==> config.mk <==
export PLATFORM = sky130hd
export DESIGN_NAME = sigmoid_grad_fixed
export DESIGN_NICKNAME = d
export VERILOG_FILES = /design/src/rtl/sigmoid_grad_fixed.sv
export SDC_FILE = /design/constraint.sdc
export NUM_CORES = 2
export LEC_CHECK = 0
export CORE_ASPECT_RATIO = 1.1
export CORE_MARGIN = 3
export CORE_UTILIZATION = 40
export CTS_BUF_LIST = sky130_fd_sc_hd__clkbuf_16
export DETAILED_ROUTE_END_ITERATION = 7
export GPL_TIMING_DRIVEN = 1
export PLACE_DENSITY_LB_ADDON = 0.3
export SETUP_SLACK_MARGIN = 0.15
export SYNTH_ARGS = -nofsm -noshare
export SYNTH_HDL_FRONTEND = slang
export SYNTH_SLANG_ARGS = --single-unit
==> constraint.sdc <==
create_clock -name clk -period 8.8 [get_ports clk]
set_input_delay 1.76 -clock clk [delete_from_list [all_inputs] [get_ports clk]]
set_output_delay 1.76 -clock clk [all_outputs]
set_load 0.05 [all_outputs]
==> src/rtl/sigmoid_grad_fixed.sv <==
// Sigmoid backward pass: grad_out = g * s * (1 - s) in signed fixed point.
// Valid/ready pipeline with a global stall and a sticky range error on out-of-range s.
module sigmoid_grad_fixed #(
   parameter int BIT_WIDTH     = 32,
   parameter int DECIMAL_WIDTH = 16
) (
   input  logic                 clk,
   input  logic                 reset,
   input  logic                 in_valid,
   output logic                 in_ready,
   input  logic [BIT_WIDTH-1:0] sig_in,
   input  logic [BIT_WIDTH-1:0] grad_in,
   output logic                 out_valid,
   input  logic                 out_ready,
   output logic [BIT_WIDTH-1:0] grad_out,
   output logic                 range_err,
   input  logic                 clear_err
);

   localparam logic [BIT_WIDTH-1:0] ONE = {{(BIT_WIDTH-1){1'b0}}, 1'b1} << DECIMAL_WIDTH;

   logic en;
   logic accept;
   logic in_clamp;

   // Input register stage ahead of the clamp stage
   logic                 v0;
   logic [BIT_WIDTH-1:0] s0_sig;
   logic [BIT_WIDTH-1:0] s0_grad;

   // Clamp stage
   logic                 v1;
   logic [BIT_WIDTH-1:0] s1_sc;
   logic [BIT_WIDTH-1:0] s1_om;
   logic [BIT_WIDTH-1:0] s1_grad;
   logic [BIT_WIDTH-1:0] sc_next;

   // s*(1-s) stage
   logic                   v2;
   logic [BIT_WIDTH-1:0]   s2_p;
   logic [BIT_WIDTH-1:0]   s2_grad;
   logic [2*BIT_WIDTH-1:0] prod_u;

   // g*p stage
   logic                          v3;
   logic signed [2*BIT_WIDTH-1:0] g_ext;
   logic signed [2*BIT_WIDTH-1:0] p_ext;
   logic signed [2*BIT_WIDTH-1:0] prod_s;
   logic signed [2*BIT_WIDTH-1:0] q;

   logic unused_bits;

   assign en        = !out_valid || out_ready;
   assign in_ready  = en;
   assign accept    = in_valid && en;
   assign out_valid = v3;

   // Range check looks at the live input so range_err updates on the acceptance edge
   assign in_clamp = sig_in[BIT_WIDTH-1] || (sig_in > ONE);

   always_comb begin
      sc_next = s0_sig;
      if (s0_sig[BIT_WIDTH-1]) begin
         sc_next = '0;
      end else if (s0_sig > ONE) begin
         sc_next = ONE;
      end
   end

   assign prod_u = {{BIT_WIDTH{1'b0}}, s1_sc} * {{BIT_WIDTH{1'b0}}, s1_om};

   assign g_ext  = {{BIT_WIDTH{s2_grad[BIT_WIDTH-1]}}, s2_grad};
   assign p_ext  = {{BIT_WIDTH{1'b0}}, s2_p};
   assign prod_s = g_ext * p_ext;
   assign q      = prod_s >>> DECIMAL_WIDTH;

   assign unused_bits = ^{prod_u[2*BIT_WIDTH-1:DECIMAL_WIDTH+BIT_WIDTH],
                          prod_u[DECIMAL_WIDTH-1:0], q[2*BIT_WIDTH-1:BIT_WIDTH]};

   always_ff @(posedge clk or posedge reset) begin
      if (reset) begin
         v0       <= 1'b0;
         s0_sig   <= '0;
         s0_grad  <= '0;
         v1       <= 1'b0;
         s1_sc    <= '0;
         s1_om    <= '0;
         s1_grad  <= '0;
         v2       <= 1'b0;
         s2_p     <= '0;
         s2_grad  <= '0;
         v3       <= 1'b0;
         grad_out <= '0;
      end else if (en) begin
         v0 <= in_valid;
         if (in_valid) begin
            s0_sig  <= sig_in;
            s0_grad <= grad_in;
         end
         v1 <= v0;
         if (v0) begin
            s1_sc   <= sc_next;
            s1_om   <= ONE - sc_next;
            s1_grad <= s0_grad;
         end
         v2 <= v1;
         if (v1) begin
            s2_p    <= prod_u[DECIMAL_WIDTH +: BIT_WIDTH];
            s2_grad <= s1_grad;
         end
         v3 <= v2;
         if (v2) begin
            grad_out <= q[BIT_WIDTH-1:0];
         end
      end
   end

   always_ff @(posedge clk or posedge reset) begin
      if (reset) begin
         range_err <= 1'b0;
      end else if (accept && in_clamp) begin
         range_err <= 1'b1;
      end else if (clear_err) begin
         range_err <= 1'b0;
      end
   end

endmodule

==> reports/metrics.yaml <==
min_path:
  holdCritStartpoint: "grad_out[6]"
  hp-class: "flip-flop to flip-flop"
layout:
  area_growth_syn_to_layout_pct: 7.31
  finish.utilization: 0.433
  fin_cells: 8857
  drive_above_1_share: 0.0560
  stdcell_area_um2: 69600
  layout.nets: 8706
worst_setup_path:
  cp_max_fo: 27
  cp-startpoint: "s1_om[7]"
  crit_top_cell: "fa_1"
  crit_path_max_incr_delay_ps: 960
  cp.required_ps: 9230
  arrival_ps: 8630
  start_kind: "flip-flop"
  slowest_stage: "dfrtp_1"
  critPathKind: "flip-flop to flip-flop"
  r2r_start: "s1_om[7]"
  crit_path_end_kind: "flip-flop"
floorplan:
  die_w_um: 390
  ios: 104
  core_um2: 161000
  initial_core_util: 0.404
  dieArea_um2: 167000
  row_count: 154
  dieHeight_um: 428
drt:
  num_vias: 44300
  routed_wl_um: 176000
  drc: 0
  via_per_inst: 5.00
  final_antenna_net_count: 0
  wire_per_inst_um: 19.9
  dr.pass1.iters: 6
  drt_iter0_markers: 2425
place:
  io_buffers: 103
  place_congestion: 0.879
  post-place-cells: 8787
  post_dp_cell_area_um2: 68400
  post-dp-hpwl_um: 147000
timing:
  relSlewSlack: 0.223
  worstMarginPinSlew_ps: 1150
  hold_viol: 0
  max_freq_mhz: 122
  period_needed_ps: 8210
  rsz0062_at_grt: "no"
  slew_viol_final: 0
  fin_setup_tns_ps: 0
  clock_skew_ps: 32.7
  finalCritPeriodShare: 0.932
  setup_viol: 0
synth:
  synth_flop_cell: "dfrtp_1"
  synth_seq_cells: 259
  seq_area_frac_synth: 0.0999
  async_flop_share: 1.00
  synth.cell_area_um2: 64900
  synth-edff-count: 0
  yosys_warnings: 0
  synth_cells: 6796
  avgSynthCellArea_um2: 9.54
  syn-num-nets: 8783
  yosysUniqueCellTypes: 72
clock_tree:
  tritoncts: "built"
  post_cts_buffers: 0
  clockRootBuffer: "clkbuf_16"
  insertion_delay_ps: 600
  cts_resized: 0
  cts_max_path_buffers: 3
  path_clk_slew_ps: 60
  htree_num_levels: 2
  numClockSinks: 259
  cts_hold_buf: 0
  numCtsBuffers: 36
power_and_ir_drop:
  powerDensity_nw_per_um2: 117
  leakage_nw: 35.5
  finalPower_w: 0.00815
  irDropWorstVdd_mv: 0.259
global_routing:
  grt_max_degree: 140
  grt_usage: 0.217
  antenna_found_initial: 7
  first_global_vias: 50100
  grt-ovfl-total: 0
  grt_pass1_wl_um: 283000
run:
  max_cap_violations: 0
status:
  status: "complete, no violations"
cell families after synthesis:
kind of cell,after synthesis,share of synthesized area
muxes,132,0.0229
DFF,259,0.0999
buffers and inverters,1928,0.112
AOI/OAI and AO/OA,327,0.0321
adders and majority gates,1918,0.549
xor gates and xnor gates,136,0.0184
and+or+nand+nor,2096,0.166
power by group:
| group | total (W) | internal [W] | switching (W) | leakage (nW) |
|---|---|---|---|---|
| clock | 0.00154 | 0.000905 | 0.000637 | 0.599 |
| sequential | 0.00228 | 0.00151 | 0.000770 | 3.28 |
| combinational | 0.00433 | 0.00169 | 0.00264 | 31.6 |
| total | 0.00815 | 0.00410 | 0.00405 | 35.5 |
flip-flops by register name, indices dropped and copies added (netlist names):
register and count:
grad_out 32, s0_grad 32, s0_sig 32, s1_grad 32, s1_om 32, s2_grad 32, s2_p 32, s1_sc 30
out_valid 1, range_err 1, v0 1, v1 1, v2 1
per-stage QoR:
stage | hold slack [ps] | setup slack (ps)
CTS | 486 | 582
global placement | 464 | 747
detailed placement | 473 | 652
global route | 506 | 165
floorplan | 460 | 1460
finish | 480 | 595
layer usage:
layer	global-route usage	up-vias	wire length, um
met2	0.388	1090	90900
met4	0.0847	2	7780
met5	0	-	13
li1	-	19500	-
met3	0.0236	312	7650
met1	0.267	23500	69500
area by class of cell:
cell class / instances / area (um^2)
inverter: 1537 / 5770
clock buffer: 36 / 901
timing repair buffer: 276 / 2340
tap: 2106 / 2640
antenna: 4 / 10.0
sequential: 259 / 6480
multi-input combinational: 4609 / 51100
clock inverter: 30 / 315
fill: 15700 / 91100
path summary, 6_finish.rpt:
path | endpoint | slack [ps] | depth (start not counted)
max reg2reg | s2_p[25] | 590 | 25
max | s2_p[25] | 590 | 25
min reg2reg | grad_out[6] | 480 | 2
max in group asynchronous | s1_grad[0] | 5360 | 4
min in group asynchronous | s0_sig[28] | 1740 | 3
min | grad_out[6] | 480 | 2
cells in the final DEF (no fill, tap or decap), types with 6 or more instances in the layout:
cell | Yosys | layout
nor3_1 | 18 | 18
xor2_1 | 39 | 39
a31oi_1 | 6 | 6
o21a_1 | 10 | 10
nand2_1 | 898 | 894
a21o_1 | 43 | 43
nand3_1 | 12 | 12
inv_1 | 1537 | 1539
buf_4 | 0 | 172
o21bai_1 | 14 | 14
clkdlybuf4s50_1 | 0 | 103
o31ai_1 | 14 | 14
xnor2_1 | 97 | 97
fa_1 | 1543 | 1543
nand4_1 | 11 | 11
ha_1 | 375 | 375
dfrtp_1 | 259 | 258
and2_1 | 1057 | 1057
nor2_1 | 42 | 42
clkbuf_16 | 0 | 36
clkinv_1 | 0 | 12
a21oi_1 | 62 | 62
nor4_1 | 13 | 13
mux2_2 | 131 | 131
nand2b_1 | 14 | 14
a211oi_1 | 9 | 9
and3_1 | 6 | 6
o21ai_0 | 117 | 117
critical path: cells and delay by family (launching register included):
family                     cells  cell delay, ps
AOI/OAI and AO/OA              7            1530
xor gates and xnor gates       1             180
adders and majority gates      9            4220
buffers and inverters          6             610
DFF                            1             960
and+or+nand+nor                2             520
synthesized netlist by cell type, types with 42 or more instances:
| cell | count | share of area |
|---|---|---|
| a21o_1 | 43 | 0.0050 |
| a21oi_1 | 62 | 0.0048 |
| and2_1 | 1057 | 0.10 |
| clkbuf_1 | 376 | 0.022 |
| dfrtp_1 | 259 | 0.10 |
| fa_1 | 1543 | 0.48 |
| ha_1 | 375 | 0.072 |
| inv_1 | 1537 | 0.089 |
| mux2_2 | 131 | 0.023 |
| nand2_1 | 898 | 0.052 |
| nor2_1 | 42 | 0.0024 |
| o21ai_0 | 117 | 0.0090 |
| xnor2_1 | 97 | 0.013 |
(Power assumes the default switching activity.)
